**src/rtl/op_loader.sv**
```systemverilog
// op_loader: receives a length-prefixed byte stream and writes it as 16-bit
// words into operation memory. The processor is held in reset until a load
// completes successfully.
// Optional feature: define OP_LOADER_CHECKSUM_EN to require a trailing 16-bit
// checksum (sum mod 2^16 of all data words) before declaring the load done.
module op_loader #(
   parameter int unsigned MAX_WORDS = 4096,
   parameter logic [15:0] BASE_ADDR = 16'h0000
) (
   input  logic        clock0,
   input  logic        reset,
   input  logic        start,
   input  logic [7:0]  rx_data,
   input  logic        rx_valid,
   output logic        rx_ready,
   output logic [15:0] mem_address,
   output logic [15:0] mem_data,
   output logic        mem_wren,
   output logic        cpu_reset,
   output logic        done,
   output logic        error
);

`ifdef OP_LOADER_CHECKSUM_EN
   typedef enum logic [3:0] {
      IDLE, LEN_HI, LEN_LO, DATA_HI, DATA_LO, WRITE, CSUM_HI, CSUM_LO, DONE, ERROR
   } state_t;
   // End of data leads into the checksum bytes.
   localparam state_t END_STATE = CSUM_HI;
`else
   typedef enum logic [3:0] {
      IDLE, LEN_HI, LEN_LO, DATA_HI, DATA_LO, WRITE, DONE, ERROR
   } state_t;
   localparam state_t END_STATE = DONE;
`endif

   localparam logic [16:0] MAX_LEN = 17'(MAX_WORDS);

   state_t      state, state_nx;
   logic [7:0]  hi_byte;
   logic [15:0] len;
   logic [15:0] count;
   logic [15:0] count_inc;
   logic [15:0] word;
   logic        accept;
`ifdef OP_LOADER_CHECKSUM_EN
   logic [15:0] sum;
`endif

   assign word      = {hi_byte, rx_data};
   assign count_inc = count + 16'd1;
   assign accept    = rx_valid & rx_ready;

   // State register; reset drops straight to IDLE so a pending write is killed.
   always_ff @(posedge clock0 or posedge reset) begin
      if (reset) state <= IDLE;
      else       state <= state_nx;
   end

   // Next-state decode and Moore outputs.
   always_comb begin
      state_nx  = state;
      rx_ready  = 1'b0;
      mem_wren  = 1'b0;
      cpu_reset = 1'b1;
      done      = 1'b0;
      error     = 1'b0;
      case (state)
         IDLE: if (start) state_nx = LEN_HI;
         LEN_HI: begin
            rx_ready = 1'b1;
            if (rx_valid) state_nx = LEN_LO;
         end
         LEN_LO: begin
            rx_ready = 1'b1;
            if (rx_valid) begin
               if (word == 16'd0)                state_nx = END_STATE;
               else if ({1'b0, word} > MAX_LEN) state_nx = ERROR;
               else                             state_nx = DATA_HI;
            end
         end
         DATA_HI: begin
            rx_ready = 1'b1;
            if (rx_valid) state_nx = DATA_LO;
         end
         DATA_LO: begin
            rx_ready = 1'b1;
            if (rx_valid) state_nx = WRITE;
         end
         WRITE: begin
            mem_wren = 1'b1;
            state_nx = (count_inc < len) ? DATA_HI : END_STATE;
         end
`ifdef OP_LOADER_CHECKSUM_EN
         CSUM_HI: begin
            rx_ready = 1'b1;
            if (rx_valid) state_nx = CSUM_LO;
         end
         CSUM_LO: begin
            rx_ready = 1'b1;
            if (rx_valid) state_nx = (word == sum) ? DONE : ERROR;
         end
`endif
         DONE: begin
            cpu_reset = 1'b0;
            done      = 1'b1;
            if (start) state_nx = LEN_HI;
         end
         ERROR: begin
            error = 1'b1;
            if (start) state_nx = LEN_HI;
         end
         default: state_nx = IDLE;
      endcase
   end

   // Datapath: byte assembly, length capture, write address/data and counters.
   always_ff @(posedge clock0 or posedge reset) begin
      if (reset) begin
         hi_byte     <= '0;
         len         <= '0;
         count       <= '0;
         mem_address <= BASE_ADDR;
         mem_data    <= '0;
`ifdef OP_LOADER_CHECKSUM_EN
         sum         <= '0;
`endif
      end else begin
         case (state)
            IDLE, DONE, ERROR: begin
               if (start) begin
                  count       <= '0;
                  len         <= '0;
                  mem_address <= BASE_ADDR;
`ifdef OP_LOADER_CHECKSUM_EN
                  sum         <= '0;
`endif
               end
            end
            LEN_HI, DATA_HI: if (accept) hi_byte <= rx_data;
            LEN_LO:          if (accept) len <= word;
            DATA_LO: begin
               if (accept) begin
                  mem_data <= word;
`ifdef OP_LOADER_CHECKSUM_EN
                  sum      <= sum + word;
`endif
               end
            end
            WRITE: begin
               mem_address <= mem_address + 16'd1;
               count       <= count_inc;
            end
`ifdef OP_LOADER_CHECKSUM_EN
            CSUM_HI: if (accept) hi_byte <= rx_data;
`endif
            default: ;
         endcase
      end
   end

endmodule

```
**config.mk**
```make
export PLATFORM = sky130hd
export DESIGN_NAME = op_loader
export DESIGN_NICKNAME = d
export VERILOG_FILES = /design/src/rtl/op_loader.sv
export SDC_FILE = /design/constraint.sdc
export NUM_CORES = 1
export LEC_CHECK = 0
export BUFFER_PORTS_ARGS = -buffer_cell sky130_fd_sc_hd__buf_2
export CORE_ASPECT_RATIO = 1.25
export CORE_MARGIN = 8
export CORE_UTILIZATION = 58
export CTS_CLUSTER_SIZE = 30
export DETAILED_ROUTE_END_ITERATION = 7
export GPL_TIMING_DRIVEN = 0
export PLACE_DENSITY_LB_ADDON = 0.05
export SYNTH_ARGS = -nofsm -noshare
export SYNTH_HDL_FRONTEND = slang
export SYNTH_SLANG_ARGS = --single-unit
```
**constraint.sdc**
```tcl
create_clock -name clock0 -period 2.92 [get_ports clock0]
set_clock_uncertainty 0.05 [all_clocks]
set_input_delay 0.584 -clock clock0 [delete_from_list [all_inputs] [get_ports clock0]]
set_output_delay 0.584 -clock clock0 [all_outputs]
set_load 0.05 [all_outputs]
```
==> flow_results.org, run 1 <==
** Run status
- The run finished with clean final reports.

** Place
- Final RePlAce weighted congestion :: 0.795
- Sum of net half-perimeters after detailed placement :: 6350 µm
- In this run the tool buffered the top-level ports with 48 buffer cells.

** STA
- After layout, the minimum clock period comes to 2.75 ns.
- Timing would allow up to 364 MHz.
- Summed negative setup slack over all endpoints :: 0 ns
- The final max-slew violation count came to 0.
- Number of hold violations in the final report :: 0
- Number of endpoints failing setup at the final stage :: 0
- Max-Slew Margin vs Limit :: 65.3%
- At the pin with the least slew margin, the transition time is 0.520 ns.
- Of the available clock period, the critical path in the final layout requires 94.1%.

** GRT
- The first global-routing pass estimated 15,100 µm of wire.
- Entering global routing, the biggest net connects 57 pins.
- Antenna violations before repair :: 0
- In the global route stage, overall resource usage came out at 18.8%.
- Overflow after GRT :: 0
- The via count of the first global-routing pass came to 3,294.

** Detailed routing
- Sum of routed wire length over all layers :: 8760 µm
- For this block, the initial DRC count from the detailed router was 103.
- For this run, design rule violations remaining after detail routing come to 0.
- In the final routed layout, each cell accounts on average for 15.5 µm.
- Post-detailed-route via-to-cell ratio :: 5.66
- 1st-pass router iterations :: 4
- Once detail routing completed, the nets flagged for antenna violations numbered 0.
- The routed layout has 3,206 vias.

** Final layout
- 0 antenna diodes ended up in the layout.
- Ratio of cells with drive above 1 in the final layout :: 24.8%
- Area taken by multi-input logic gates :: 1960 µm²
- Synthesis-to-layout area growth :: 17.3%
- The layout has 527 filler cells.
- The sequential cells in the finished layout cover a total of 1880 µm².
- For this run, the post-layout net count is 503.
- Cells fill 70.6% of the core in the end.

** Synth
- Share of the synthesized area in compound gates (AO/OA/AOI/OAI) :: 13.2%
- After technology mapping, the gate count stands at 410.
- Synthesis produced a netlist with a net count of 439.
- Sequential cells were found to cover 47.2% of the synthesized design area.
- The Yosys step of the flow raised 0 warnings.
- Synth cell types :: 48
- Register bit total from synthesis :: 75
- Counting flops with an async set or reset pin after synthesis yields a share of 100%.
- Most area-hungry cell type in the Yosys netlist :: dfrtp_1
- Largest cells by area after synthesis :: dfrtp_1, mux2_2, nand2_1, ha_1, o21ai_0
- A synthesized cell averages 9.69 µm².
- Fraction of the mapped netlist area in simple logic gates :: 17.9%
- Share of synthesized cell area in full adder, half adder and majority cells :: 5.35%
- For this run, the leading register cell type out of synthesis is dfrtp_1.
- Area of the mapped netlist :: 3970 µm²
- Of the total synthesized cell area, the portion taken by XOR and XNOR cells is 3.31%.
- Post-synth EDFFs :: 0
- The share of synthesized area in the top cell type comes to 47.2%.
- Combinational family with the most area after synthesis :: simple AND/OR/NAND/NOR gates
- Measured against the total synthesized area, the mux share comes to 8.56%.

** Setup path
- Traced cell by cell, the critical path runs through buf_6 -> inv_1 -> nand3_2 -> inv_1 -> buf_4 -> buf_4 -> buf_2.
- The critical path in this run is classified as flop to primary output.
- Worst path arrival time :: 2.11 ns
- Of all nets on the critical path, the largest fanout is 10.
- Critical path startpoint category :: flop
- Required time at the endpoint of the critical path :: 2.29 ns
- On the worst path, the slowest cell contributes a delay of 0.38 ns.
- On the critical path, the stage with the largest delay is an instance of dfrtp_1.
- For the worst flop-to-flop path, the logic depth is 11.
- The worst setup path is captured at a primary output.

** Floorplanning
- Initial Utilization :: 60.2%
- Floorplan Core Area :: 6610 µm²
- Top-level port count :: 49
- From left edge to right edge, the die measures 90.0 µm.
- Row generation in the floorplan step produced 33 rows.
- Height of the die :: 109 µm
- Area enclosed by the die boundary :: 9770 µm²

** Flow run
- Max-cap violations :: 0

** Clocking
- Buffers inserted during clock tree synthesis total 9.
- Clk_lat worst skew :: 0.35 ns
- Cell at the root of the clock tree :: clkbuf_8
- Number of buffers inserted by hold repair at cts :: 0
- Register clock-pin slew on the reported worst setup and hold paths :: 0.08 ns
- Deepest level of the CTS H-tree :: 3
- Number of clock sinks seen by CTS :: 75
- TritonCTS built the clock tree.
- Max Root-Sink Buffers :: 2

** Power and ir drop
- Across the VDD grid, the largest voltage drop is 0.000814 V.
- Power spread over the standard cell area amounts to 946 nW/µm².
- The share of total power dissipated in sequential elements is 35.5%.
- Of the total power, combinational logic draws 42.6%.
- Of the total power, the clock network draws 21.9%.
- Switching part of the total power :: 42.4%
- Leakage power summed over all cells :: 0.00229 µW
- For this design the total switching power over the nets is 1870 µW.
- Int Pwr :: 2540 µW

** Hold path
- The path class of the tightest hold or removal check is input pin to async pin.
-- path summary, 6_finish.rpt --
kind                                   end       startpoint  slack [ns]
max                               mem_wren         state[1]        0.17
max in group asynchronous   mem_address[8]            reset        2.14
min                            mem_data[2]            reset        0.12
min reg2reg                mem_address[15]  mem_address[15]        0.43
min in group clock0        mem_address[15]  mem_address[15]        0.43
max reg2reg                       state[2]         count[0]        0.20
-- layer usage --
metal / wire length (µm) / global-route usage, % / vias up
met3: 491 / 5.27 / 9
met1: 3810 / 21.7 / 1550
li1: - / - / 1565
met5: 0 / 0 / -
met4: 104 / 6.56 / 0
met2: 4360 / 32.9 / 82
-- worst max-delay path: cells and delay by family (launching register included) --
family	cells	cell delay, ns
buffers and inverters	6	1.15
flip-flops	1	0.38
AND/OR/NAND/NOR	1	0.23
-- area by class of cell --
cell class                 count  area share (%)
multi-input combinational    295            42.0
sequential                    75            40.3
timing repair buffer          53            6.39
clock buffer                  10            2.74
clock inverter                 6            2.42
tap                           87            2.33
buffer                        20            2.20
inverter                      20            1.66
-- cells in the mapped netlist, types with 2 or more instances --
master,instances
a211oi_1,2
a21o_1,2
a21oi_1,10
a31oi_1,7
and2_1,2
and3_1,13
buf_2,6
buf_4,3
clkbuf_1,9
dfrtp_1,75
ha_1,17
inv_1,20
mux2_2,24
mux2i_1,7
nand2_1,68
nand2b_1,2
nand3_1,18
nand3_2,2
nand4_1,6
nor2_1,16
nor2b_1,2
nor3_1,3
nor3_2,2
nor4_1,4
o21a_1,3
o21ai_0,42
o21ai_1,5
o31ai_1,6
o41ai_1,2
xnor2_1,9
xor2_1,6
-- kinds of logic (layout without fill, tap and decap cells) --
family,Yosys count,after routing
compound gates,88,88
xor+xnor,15,15
fa+ha+maj,17,17
buf+inv,40,109
flops,75,75
mux,31,31
simple gates,144,144
-- cell usage in the layout (no fill, tap or decap), types with 2 or more instances in the layout --
cell       count
nand2b_1       2
nand3_2        3
o21a_1         3
inv_1         19
ha_1          16
buf_4          7
nor2b_1        2
o21ai_1        5
o41ai_1        2
a21o_1         2
clkbuf_8       9
xor2_1         6
a21oi_1       10
o21ai_0       42
o31ai_1        6
nand3_1       17
clkbuf_1      10
and2_1         2
mux2_2        24
nand2_1       68
xnor2_1        9
nor3_1         3
bufinv_16      3
nor4_1         4
nor2_1        15
buf_2         54
a31oi_1        7
and3_1        13
mux2i_1        7
dfrtp_1       74
nand4_1        6
-- state kept, by name, summed over array words and instances, names as in the netlist --
name,count
count,16
hi_byte,8
len,16
mem_address,16
mem_data,16
state,3
-- per-stage QoR --
stage | total power (µW) | hold WS [ns] | worst slack, ns | instance area, µm² | instances
3_3_place_gp | 3380 | 0.406 | -0.515 | 4320 | 545
4_1_cts | 4400 | 0.130 | 0.0759 | 4610 | 564
2_1_floorplan | 2960 | 0.417 | 0.376 | 3970 | 410
6_report | 4410 | 0.123 | 0.172 | 4660 | 566
3_5_place_dp | 3440 | 0.418 | -0.0309 | 4350 | 546
5_1_grt | 4670 | 0.135 | -0.00692 | 4660 | 566
-- power groups by stage --
stage	Clock (µW)	Combinational, µW	Sequential [µW]
floorplan	0	988	1980
global placement	0	1820	1560
detailed placement	0	1860	1580
CTS	972	1870	1560
global route	1010	2050	1610
finish	966	1880	1570
-- timing repair --
action                     in CTS  in global routing
setup buffers                   2                  2
gates resized for setup         0                  8
setup endpoints to repair       2                  2
pin swaps                       1                  3
(Power assumes the default switching activity.)
==> inputs of run 2 (changes only) <==
--- a/config.mk
+++ b/config.mk
@@ -12,7 +12,7 @@
 export CTS_CLUSTER_SIZE = 30
 export DETAILED_ROUTE_END_ITERATION = 7
 export GPL_TIMING_DRIVEN = 0
-export PLACE_DENSITY_LB_ADDON = 0.05
+export PLACE_DENSITY = 0.92
 export SYNTH_ARGS = -nofsm -noshare
 export SYNTH_HDL_FRONTEND = slang
 export SYNTH_SLANG_ARGS = --single-unit
==> flow_results.org, run 2 (synthesized netlist as in run 1, its figures left out) <==
** Clocking
- The maximum root-to-sink buffer count was 2 (unchanged).
- Clock tree from TritonCTS :: yes (unchanged)
- The count of clock tree sinks was 75 (unchanged).
- Cell at the root of the clock tree :: clkbuf_8 (unchanged)
- Deepest level of the CTS H-tree :: 3 (unchanged)
- The clock latency at the later pin of the worst-skew pair is 0.36 ns (was 0.35 ns).
- The count of hold-fix buffers inserted at cts came to 0 (unchanged).
- Register clock-pin slew on the reported worst setup and hold paths :: 0.08 ns (about the same)
- The total CTS buffers is 9 (unchanged).

** Final layout
- The final instance count without filler cells is 566 (unchanged).
- The most common library cell in the layout ignoring fill and taps is dfrtp_1 (unchanged).
- Ratio of cells with drive above 1 in the final layout :: 26.7% (was 24.8%)
- The count of nets after finishing was 503 (unchanged).
- Synthesis-to-layout area growth :: 16.8% (was 17.3%)
- The total inserted antenna cells is 0 (unchanged).
- Most frequent cells in the layout: dfrtp_1, nand2_1, buf_2, o21ai_0, mux2_2 (unchanged).
- Number of filler cells placed in the layout :: 471 (was 527)

** Detailed routing
- The via total after detailed routing is 3,275 (was 3,206).
- The final routed wire length divided by cell count was 16.7 µm (was 15.5 µm).
- Number of nets with antenna violations after detailed routing :: 0 (unchanged)
- 1st-pass router iterations :: 5 (was 4)
- The routed wire length was 9460 µm (was 8760 µm).
- The detailed router's first-iteration violation count is 232 (was 103).
- The detail-routed via count per cell was 5.79 (was 5.66).
- DR DRC count :: 0 (unchanged)

** Setup path
- Critical path startpoint category :: flop (unchanged)
- The logic depth of the worst register-to-register path is 11 (unchanged).
- The biggest cell delay along the critical path came to 0.44 ns (was 0.38 ns).
- Worst path bufs/invs :: 0 (was 6)
- CP max FO :: 6 (was 10)
- Beginning of the critical path :: count[0] (was state[1])
- Cell breakdown of the critical path: ha_4 -> nand2_1 -> nor3_4 -> nand2_2 -> xnor2_2 -> ha_1 -> nand4_1 -> nor2_1 -> a221oi_2 -> o211ai_1 -> o21ba_1 (was buf_6 -> inv_1 -> nand3_2 -> inv_1 -> buf_4 -> buf_4 -> buf_2).
- Worst setup path endpoint :: state[2] (was mem_wren)
- Required time at the endpoint of the critical path :: 3.11 ns (was 2.29 ns)
- The family with the most delay on the worst path is simple AND/OR/NAND/NOR gates (was buffers and inverters).
- The capture point of the worst reg-to-reg path is state[2] (unchanged).
- Origin of the critical flop-to-flop path :: count[0] (unchanged)
- The capturing element type of the critical path is a flop (was primary output).
- Critical-path top delay cell :: dfrtp_2 (was dfrtp_1)
- WS Path Type :: flop to flop (was flop to primary output)
- Logic depth of the worst setup path including buffers :: 11 (was 7)
- Setup slack, reg-to-reg :: 0.12 ns (was 0.20 ns)
- The data arrival time of the critical path is 2.99 ns (was 2.11 ns).

** Floorplanning
- Initial Utilization :: 60.2% (unchanged)
- Floorplan Core Area :: 6610 µm² (unchanged)
- The boundary pin count came to 49 (unchanged).
- The number of rows in the core area came to 33 (unchanged).
- DIE WIDTH :: 90.0 µm (unchanged)
- The die outline area was 9770 µm² (unchanged).
- The vertical extent of the die was 109 µm (unchanged).

** Power and ir drop
- The largest voltage drop on the vdd net was 0.000877 V (was 0.000814 V).
- The total power draw was 4320 µW (was 4410 µW).
- The power density over the cells was 930 nW/µm² (was 946 nW/µm²).
- Leakage power summed over all cells :: 0.00227 µW (was 0.00229 µW)

** Flow run
- Max-cap violations :: 0 (unchanged)

** STA
- The final number of hold-violating endpoints was 0 (unchanged).
- The final period demand of the worst path is 2.80 ns (was 2.75 ns).
- WHS :: 0.373 ns (was 0.123 ns)
- Slew Viols, Final :: 0 (unchanged)
- The worst-margin pin slew came to 0.907 ns (was 0.520 ns).
- Max Clk Rate :: 357 MHz (was 364 MHz)
- Portion of the clock cycle consumed by the worst path in the final layout :: 95.9% (was 94.1%)
- The post-layout worst setup margin came to 0.121 ns (was 0.172 ns).
- The worst relative slew slack was 39.6% (was 65.3%).
- Number of endpoints failing setup at the final stage :: 0 (unchanged)

** Place
- The count of input and output buffers came to 48 (unchanged).
- The detailed placement HPWL came to 6530 µm (was 6350 µm).
- Minimum setup slack after placement :: -0.0481 ns (was -0.0309 ns)
- The number of cells in the design after placement is 545 (was 546).
- The placer congestion estimate came to 0.836 (was 0.795).

** GRT
- Pin count of the biggest net entering global routing :: 76 (was 57)
- The via count of the first global-routing pass came to 3,385 (was 3,294).
- The most used routing layer in global routing is met2 (unchanged).
- The wire length of the first global-routing pass was 15,500 µm (was 15,100 µm).
- Met2 capacity usage during global routing :: 35.0% (was 32.9%)
- The global-route usage over all layers was 19.5% (was 18.8%).
- GR met1 Demand/Resource :: 20.2% (was 21.7%)
- Met3 demand-to-capacity share in global routing :: 6.24% (was 5.27%)
- The initial antenna violation count is 0 (unchanged).
- Overflow after GRT :: 0 (unchanged)

** Hold path
- Worst hold path class :: input pin to async pin (unchanged)

** Run status
- Status: complete, no violations (unchanged).
## run 2: cell count changes in the layout (fill, tap and decap cells not counted), sizes merged
| cell | before | now |
|---|---|---|
| clkbuf | 20 | 23 |
| bufinv | 3 | 1 |
| clkinv | 2 | 1 |
## run 2: repair_timing
action | in CTS | in global routing
setup buffers | 2 | 3
pin swaps | 2 | 3
gates resized for setup | 4 | 14
endpoints found under the setup margin | 2 | 2
hold endpoints to repair | 0 | 0
## run 2: layout make-up
cell class / count / area, µm² / area share, %
plain buffers: 20 / 103 / 2.21
repair buffers: 53 / 278 / 5.98
clock buffers: 13 / 169 / 3.64
flip-flops and latches: 75 / 1880 / 40.6
multi-input cells: 295 / 1980 / 42.6
clock inverters: 3 / 43.8 / 0.943
well taps: 87 / 109 / 2.35
inverters: 20 / 77.6 / 1.67
## run 2: where the power goes
group	total (µW)	internal, µW	switching [µW]
clock network	842	467	375
logic	1890	629	1270
registers	1580	1340	243
total	4320	2440	1880
## run 2: worst reg2reg max path: stages, from the launching register on
cell	delay [ns]
dfrtp_2	0.44
ha_4	0.18
nand2_1	0.11
nor3_4	0.34
nand2_2	0.14
xnor2_2	0.16
ha_1	0.32
nand4_1	0.13
nor2_1	0.09
a221oi_2	0.30
o211ai_1	0.21
o21ba_1	0.22
## run 2: stage by stage
stage,instance area (µm²),setup TNS [ns],utilization (%)
3_3_place_gp,4320,-26.79,65.4
5_1_grt,4640,-0.105,70.3
3_5_place_dp,4330,-0.0481,65.5
4_1_cts,4570,0,69.1
6_report,4640,0,70.3
2_1_floorplan,3970,0,-
## run 2: layer usage
layer  wire length, µm  part of all wire [%]
met1              3710                    39
met2              4900                    52
met3               607                   6.4
met4               237                   2.5
met5                 0                     0
## run 2: how the worst min path moves through the flow
stage,from,end,slack [ns],cells after the start
after floorplan,count[15],count[15],0.42,1
final,reset,mem_data[8],0.37,2
after CTS,reset,mem_data[1],0.40,2
after global routing,reset,mem_data[3],0.45,2
after global placement,mem_address[15],mem_address[15],0.40,1
after detailed placement,mem_address[15],mem_address[15],0.44,1
